<file path="src/rtl/lab_4_seg_display.sv">
// Two-digit multiplexed 7-segment driver for a 0..15 count; the count is re-sampled once per
// refresh frame so the two digits always belong to the same value.
module lab_4_seg_display #(
    parameter int REFRESH_DIV = 100000,
    parameter bit BLANK_LZ    = 1'b1
) (
    input  logic       clk,
    input  logic       reset,
    input  logic [3:0] count,
    output logic [6:0] seg,
    output logic [3:0] an,
    output logic       dp,
    output logic       frame_tick,
    output logic       dbg_state_o
);
    localparam int DW = (REFRESH_DIV > 1) ? $clog2(REFRESH_DIV) : 1;

    typedef enum logic {ONES = 1'b0, TENS = 1'b1} slot_e;

    slot_e         state_q, state_d;
    logic [DW-1:0] div_q, div_d;
    logic [3:0]    count_q, count_d;
    logic          frame_tick_q, frame_tick_d;
    logic [3:0]    an_q, an_d;
    logic [6:0]    seg_q, seg_d;
    logic          slot_tick;
    logic          frame_edge;
    logic          tens;
    logic [3:0]    ones;

    function automatic logic [6:0] decode(input logic [3:0] digit);
        case (digit)
            4'd0:    decode = 7'b1000000;
            4'd1:    decode = 7'b1111001;
            4'd2:    decode = 7'b0100100;
            4'd3:    decode = 7'b0110000;
            4'd4:    decode = 7'b0011001;
            4'd5:    decode = 7'b0010010;
            4'd6:    decode = 7'b0000010;
            4'd7:    decode = 7'b1111000;
            4'd8:    decode = 7'b0000000;
            4'd9:    decode = 7'b0010000;
            default: decode = 7'b1111111;
        endcase
    endfunction

    assign slot_tick  = (div_q == DW'(REFRESH_DIV - 1));
    assign frame_edge = slot_tick && (state_q == TENS);
    assign div_d      = slot_tick ? '0 : div_q + DW'(1);

    // Frame sampling: count is only captured when the TENS slot ends.
    assign count_d      = frame_edge ? count : count_q;
    assign frame_tick_d = frame_edge;

    assign tens = (count_q >= 4'd10);
    assign ones = tens ? count_q - 4'd10 : count_q;

    always_ff @(posedge clk) begin
        if (reset) begin
            state_q <= ONES;
        end else begin
            state_q <= state_d;
        end
    end

    always_comb begin
        state_d = state_q;
        if (slot_tick) begin
            case (state_q)
                ONES:    state_d = TENS;
                TENS:    state_d = ONES;
                default: state_d = ONES;
            endcase
        end
    end

    always_comb begin
        an_d  = 4'b1110;
        seg_d = decode(ones);
        if (state_q == TENS) begin
            if (!tens && BLANK_LZ) begin
                an_d  = 4'b1111;
                seg_d = 7'b1111111;
            end else begin
                an_d  = 4'b1101;
                seg_d = decode({3'b000, tens});
            end
        end
    end

    always_ff @(posedge clk) begin
        if (reset) begin
            div_q        <= '0;
            count_q      <= 4'd0;
            frame_tick_q <= 1'b0;
            an_q         <= 4'b1111;
            seg_q        <= 7'b1111111;
        end else begin
            div_q        <= div_d;
            count_q      <= count_d;
            frame_tick_q <= frame_tick_d;
            an_q         <= an_d;
            seg_q        <= seg_d;
        end
    end

    assign seg         = seg_q;
    assign an          = an_q;
    assign dp          = 1'b1;
    assign frame_tick  = frame_tick_q;
    assign dbg_state_o = state_q;
endmodule

</file>
<file path="config.mk">
export PLATFORM = sky130hd
export DESIGN_NAME = lab_4_seg_display
export DESIGN_NICKNAME = d
export VERILOG_FILES = /design/src/rtl/lab_4_seg_display.sv
export SDC_FILE = /design/constraint.sdc
export NUM_CORES = 1
export LEC_CHECK = 0
export CELL_PAD_IN_SITES_DETAIL_PLACEMENT = 1
export CELL_PAD_IN_SITES_GLOBAL_PLACEMENT = 2
export CORE_MARGIN = 5
export CORE_UTILIZATION = 35
export DETAILED_ROUTE_END_ITERATION = 10
export PLACE_DENSITY_LB_ADDON = 0.25
export SLEW_MARGIN = 25
export SYNTH_ARGS = -nofsm -noshare
export SYNTH_HDL_FRONTEND = slang
export SYNTH_SLANG_ARGS = --single-unit
</file>
<file path="constraint.sdc">
create_clock -name clk -period 5.17 [get_ports clk]
set_input_delay 0.7755 -clock clk [delete_from_list [all_inputs] [get_ports clk]]
set_output_delay 0.7755 -clock clk [all_outputs]
set_load 0.03 [all_outputs]
</file>
# Word level (Yosys, flattened, before mapping)
# Memory sizes are Yosys's and may differ from the RTL's.
# Index checks and enable logic that the tools add are counted.
dict set report op_classes {
  shift 0
  mul 0
  n_bitwise 1
  eq_ne 1
  div_mod_pow 0
  order_cmp 1
  n_addsub 2
  n_reduce_logical 3
  muxes 6
}
# operator n
set ops {}
lappend ops {{17-bit by 1-bit adder with 17-bit output (second input constant)} 1}
lappend ops {{17-bit == test (second input constant)} 1}
lappend ops {{7-bit two-way mux} 1}
lappend ops {{4-bit >= comparator (second input constant)} 1}
lappend ops {{4-bit two-way mux} 1}
lappend ops {{2-bit OR reduction} 2}
lappend ops {{4-bit subtractor (second input constant)} 1}
lappend ops {{3-bit two-way mux} 1}
lappend ops {{2-bit two-way mux} 1}
lappend ops {{1-bit one-hot mux with 2 select lines} 1}
lappend ops {{1-bit logical AND} 1}
lappend ops {{1-bit two-way mux} 1}
lappend ops {{1-bit inverter} 1}
dict set report totals {
  mem_bits_rw 0
  n_memories 1
  out_inout_bits 14
  rom_bits 112
  latchBits 0
  word_cells 22
  ff_bits 33
}
# name depth word_bits rd rd_ports_with_merged_regs wr line
set memory_table {}
lappend memory_table {{(no name shown)} 16 7 1 0 0 32} ;# case (digit)

# Longest topological paths before layout
# Gate-level depths: netlist (run 1).
# An unclocked memory read counts as a cell.
dict set report logic_depth {
  word_depth 4
  depth_mapped 8
  depth_no_buf 7
}

# Worst setup path before layout (run 1)
# OpenSTA, ideal clock, no wires.
dict set report synth_path {
  path_kind {input to register}
  from {in reset}
  to {reg seg_q[2], in the netlist seg[2]}
  setup_slack_ns 3.426
  cell_stages 5
  arrival_time_ns 1.600
  path_cell_list {clkbuf_1 > nor2_1 > inv_1 > nor3_1 > a311oi_1}
}
# element line
set synth_lines {}
lappend synth_lines {{start, declared} 8} ;# input logic reset,
lappend synth_lines {{end signal, assigned} 103} ;# seg_q <= seg_d;
lappend synth_lines {{end, declared} 25} ;# logic [6:0] seg_q, seg_d;

# Final worst setup path (run 1)
dict set report layout_path {
  from {reg state_q, in the netlist dbg_state_o}
  to {out dbg_state_o}
}
# element line
set layout_lines {}
lappend layout_lines {{start, declared} 20} ;# slot_e state_q, state_d;
lappend layout_lines {{start signal, assigned} 62} ;# state_q <= state_d;
lappend layout_lines {{end, declared} 14} ;# output logic dbg_state_o
# No word-level cell between the ends.

==> out/results.ini, run 1 <==
[status]
outcome=finished, final reports clean

[clocking]
postCtsSetupRepairBufs=0
clock_latency_ps=280
cts-root-buf=clkbuf_8
h-tree-depth=2
clkTransAtPathRegs_ps=60
post_cts_resized=0
cts.sinks=32
cts-buffers-inserted=5
cts_hold_buf=0
cts_buffer_depth=2
cts_tree=done

[drt]
final_antenna_net_count=0
dr_total_vias=1281
drt_wl_total_mm=3.41
drtPass1Iterations=4
vias_per_cell=5.38
drtIter0Drc=77
drc=0
wire_per_inst_um=14.3

[layout]
layout.nets=198
stdcell_count=238
area_delta_synth_final_pct=16.5
drive_gt1_share_pct=5.85
diodes=0

[sta]
setup_viol=0
fin_crit_sh_pct=44.2
fmax_mhz=437
worst_slack_ps=2880
slew_headroom_pct=59.9
worst_pin_slew_ps=593
hold-worst-slack_ps=468
slew_violations=0
rsz0062_at_grt=no
period_minus_slack_ps=2290
skew_ps=3.14
finalHoldViolCount=0
tns_ps=0

[synth]
synth_area_per_cell_sq_um=8.65
synthArstFlopShare_pct=0
yosys_warnings=0
yosysUniqueCellTypes=40
synth_top_area_share_pct=42.6
synth_top_area_cell=dfxtp_1
synth-seq-area-share_pct=42.6
synth-seq-cells=32
ys.flop_type=dfxtp_1
syn_area_sq_um=1510
synth_enable_flop_cells=0
netlist_instances=174
synth_top_cells_by_area=dfxtp_1 43%, xor2_1 5.2%, nor2_1 4.5%

[die]
fp.dieW_um=75.6
initial_core_util_pct=36.8
core_sq_um=4090
dieArea_sq_um=5710
die_h_um=75.6
rows=23
ioPinCount=20

[global_routing]
grt_pass1_vias=1238
grt_pass1_wl_mm=5.58
antenna_found_initial=0
grt_max_degree=17
overflow=0
grt_usage_pct=12.8

[worst_setup_path]
critPathKind=register to output pin
slowest_delay_ps=740
cp_num_buf_inv=1
critPathLaunchType=register
crit_path_cell_trace=clkdlybuf4s50_1
worstPathArrival_ps=1510
critPathRequiredTime_ps=4390
crit_fanout=9
slowest_stage=clkdlybuf4s50_1
rrSetupSlack_ps=3270
critPathCaptureType=output pin
cp_top_family=buffers and inverters

[placed_design]
dp_hpwl_mm=2.43
dpl_worst_slack_ps=2690
port_buffers=16
place_congestion=0.719
place_inst=230

[job]
maxCapViolations=0

[hold_path]
hp-class=register to register

[power_and_ir_drop]
vdd_drop_max_mv=0.126
power.leakage_nw=0.625
power_uw=480
powerDensity_nw_per_um2=274

-- sequential cells by signal, summed over array words and instances (netlist names) --
name and flops:
div_q 17, seg 7, count_q 4, an 2, dbg_state_o 1, frame_tick 1
-- logic make-up after synthesis --
| kind of cell | Yosys count | share of synthesized area [%] |
|---|---|---|
| AOI/OAI and AO/OA | 36 | 15.1 |
| DFF | 32 | 42.6 |
| other | 1 | 0.249 |
| and+or+nand+nor | 68 | 24.3 |
| buffers and inverters | 21 | 7.23 |
| adders and majority gates | 5 | 4.16 |
| xor gates and xnor gates | 11 | 6.40 |
-- Yosys cell counts, types with 3 or more instances --
| cell | instances |
|---|---|
| a21oi_1 | 12 |
| o31ai_1 | 5 |
| nand2_1 | 7 |
| dfxtp_1 | 32 |
| ha_1 | 5 |
| xor2_1 | 9 |
| inv_1 | 9 |
| clkbuf_1 | 3 |
| buf_2 | 3 |
| nor3_1 | 3 |
| or3_1 | 3 |
| nand4_1 | 10 |
| nand3_1 | 10 |
| buf_4 | 5 |
| o21ai_0 | 8 |
| nor2_1 | 18 |
-- per-stage QoR --
step / instance area, sq um / util (%)
floorplan: 1510 / -
global placement: 1660 / 40.6
detailed placement: 1660 / 40.6
CTS: 1750 / 42.9
global route: 1750 / 42.9
finish: 1750 / 42.9
-- placed cells by master (no fill, tap or decap), drive strengths merged, types with 7 or more instances in the layout --
cell type,instances
inv,9
dfxtp,32
nand2,7
nand3,10
clkdlybuf4s50,16
nor2,18
o21ai,8
a21oi,12
xor2,9
nand4,10
-- metal layers --
metal	global-route usage (%)	part of all wire (%)
met5	0	0
met4	4.85	1.0
met3	4.35	3.6
met2	22.1	51
met1	14.7	44
-- path summary, 6_finish.rpt --
| kind | endpoint | startpoint | cells past startpoint |
|---|---|---|---|
| max reg2reg | seg[0]$_SDFF_PP1_ | count_q[1]$_SDFFE_PP0P_ | 6 |
| min reg2reg | div_q[0]$_SDFF_PP0_ | div_q[0]$_SDFF_PP0_ | 1 |
| max | dbg_state_o | dbg_state_o$_SDFFE_PP0N_ | 1 |
| min | div_q[0]$_SDFF_PP0_ | div_q[0]$_SDFF_PP0_ | 1 |
-- area by class of cell --
cell class              instances  area (sq um)
multi-input cells             123           763
well taps                      50          62.6
inverters                       9          33.8
clock buffers                   6          82.6
flip-flops and latches         32           641
fillers                       498          2330
clock inverters                 2          10.0
repair buffers                 16           160
-- power breakdown --
part | switching (mW) | total (mW) | leakage [nW] | internal [mW]
Combinational | 0.0171 | 0.0282 | 0.313 | 0.0110
Sequential | 0.00279 | 0.254 | 0.261 | 0.251
Clock | 0.0915 | 0.198 | 0.0510 | 0.106
Total | 0.111 | 0.480 | 0.625 | 0.369
Note: power is estimated with default switching activity, not from simulation.
==> inputs of run 2 (changes only) <==
--- a/config.mk
+++ b/config.mk
@@ -8,7 +8,7 @@
 export CELL_PAD_IN_SITES_DETAIL_PLACEMENT = 1
 export CELL_PAD_IN_SITES_GLOBAL_PLACEMENT = 2
 export CORE_MARGIN = 5
-export CORE_UTILIZATION = 35
+export CORE_UTILIZATION = 32
 export DETAILED_ROUTE_END_ITERATION = 10
 export PLACE_DENSITY_LB_ADDON = 0.25
 export SLEW_MARGIN = 25
==> constraint.sdc (replaced) <==
create_clock -name clk -period 2.2 [get_ports clk]
set_input_delay 0.33 -clock clk [delete_from_list [all_inputs] [get_ports clk]]
set_output_delay 0.33 -clock clk [all_outputs]
set_load 0.03 [all_outputs]
==> run 2 against run 1 <==
  * Final area is 0.29% higher
  * Non-clock buffer count up 2
  * Global-route usage decreased by 0.36 points
  * Wire length increased by 4.2%
  * Clock skew about the same
  * Sequential cell count unchanged
  * Total power grew 130%
  * First-iteration DRC count fell by 43%
  * Clock-buffer cell count is the same
  * Critical path depth is 5 higher
  * Sequential share of layout area decreased by 0.10 points
  * Worst hold slack better by 1.2 ps
==> out/results.ini, run 2 (synthesized netlist as in run 1, its figures left out) <==
[drt]
final_antenna_net_count=0
drc=0
drtPass1Iterations=4
wire_per_inst_um=14.6
drt_wl_total_mm=3.55
drtIter0Drc=44
dr_total_vias=1264
vias_per_cell=5.20

[worst_setup_path]
critPathLaunchType=register
crit_path_cell_trace=inv_1, ha_1, and2_0, o221ai_1, a21boi_0, a31oi_1
slowest_delay_ps=420
critPathRequiredTime_ps=2360
worstPathArrival_ps=2080
critPathCaptureType=register
crit_path_start=count_q[1]$_SDFFE_PP0P_
reg2reg_from=count_q[1]$_SDFFE_PP0P_
slowest_stage=dfxtp_1
crit_fanout=6
critPathKind=register to register

[layout]
area_delta_synth_final_pct=16.8
mostFrequentLayoutCell=dfxtp_1
largest_register=div_q
most-common-layout-cells=32 x dfxtp_1, 18 x nor2_1, 16 x clkdlybuf4s50_1
diodes=0
layout.nets=200
largest_reg_flops=17
drive_gt1_share_pct=5.82
postLayoutCoreUtil_pct=38.0
num-fill-cells=558
stdcell_count=243

[power_and_ir_drop]
power.leakage_nw=0.624
power_mw=1.09
vdd_drop_max_mv=0.244
powerDensity_nw_per_um2=619

[die]
ioPinCount=20
initial_core_util_pct=32.5
core_sq_um=4630
fp.dieW_um=78.6
die_h_um=78.6
dieArea_sq_um=6180
rows=25

[sta]
setup_viol=0
slew_headroom_pct=64.0
fmax_mhz=521
finalHoldViolCount=0
fin_crit_sh_pct=87.3
tns_ps=0
period_minus_slack_ps=1920
worst_pin_slew_ps=532
skew_ps=2.83
slew_violations=0
rsz0062_at_grt=no

[placed_design]
place_inst=236
dp_hpwl_mm=2.68
port_buffers=16
place_congestion=0.853

[global_routing]
grt_pass1_vias=1309
overflow=0
grt_max_degree=17
grt_pass1_wl_mm=6.02
grt_usage_pct=12.5
antenna_found_initial=0

[clocking]
cts-buffers-inserted=5
clkTransAtPathRegs_ps=60
h-tree-depth=2
cts_tree=done
post_cts_resized=0
cts_buffer_depth=2
cts-root-buf=clkbuf_8
postCtsSetupRepairBufs=0
cts.sinks=32
clock_latency_ps=280
cts_hold_buf=0

[status]
outcome=finished, final reports clean

[hold_path]
hp-class=register to register
holdCritStartpoint=div_q[0]$_SDFF_PP0_

[job]
maxCapViolations=0

[run 2: worst max-delay path, delay by kind of cell (launching register included)]
kind                       cells  cell delay (ps)
buffers and inverters          1              100
and+or+nand+nor                1              250
DFF                            1              420
adders and majority gates      1              290
AOI/OAI and AO/OA              3              740
[run 2: through the flow]
step / area, sq um / hold WS [ps] / worst slack [ps]
floorplan: 1510 / 426 / 507
global placement: 1680 / 447 / 303
detailed placement: 1680 / 462 / 258
CTS: 1760 / 472 / 252
global route: 1760 / 505 / 52.3
finish: 1760 / 469 / 279
[run 2: layer usage]
layer / share of wire [%] / wire (um) / up-vias / GRT usage, %
met5: 0 / 0 / - / 0
met4: 1.2 / 44 / 0 / 5.07
met3: 3.8 / 135 / 6 / 3.78
met2: 53 / 1870 / 18 / 23.1
met1: 42 / 1500 / 596 / 13.0
li1: - / - / 644 / -
[run 2: layout make-up]
class                   count  area [sq um]  share of cell area, %
clock buffers               6          72.6                   4.13
clock inverters             1          5.00                  0.285
inverters                   9          33.8                   1.92
multi-input cells         123           763                   43.4
flip-flops and latches     32           641                   36.4
well taps                  54          67.6                   3.84
repair buffers             18           175                   9.96
[run 2: final timing paths]
check	to	slack, ps	cells after the start
worst min-delay path	div_q[0]$_SDFF_PP0_	470	1
worst min register to register	div_q[0]$_SDFF_PP0_	470	1
worst max register to register	seg[6]$_SDFF_PP1_	280	6
worst max-delay path	seg[6]$_SDFF_PP1_	280	6
[run 2: power by group]
part | internal [mW] | total (mW) | switching [mW] | leakage (nW)
Combinational | 0.0282 | 0.0683 | 0.0401 | 0.322
Clock | 0.215 | 0.422 | 0.208 | 0.0410
Sequential | 0.591 | 0.597 | 0.00631 | 0.261
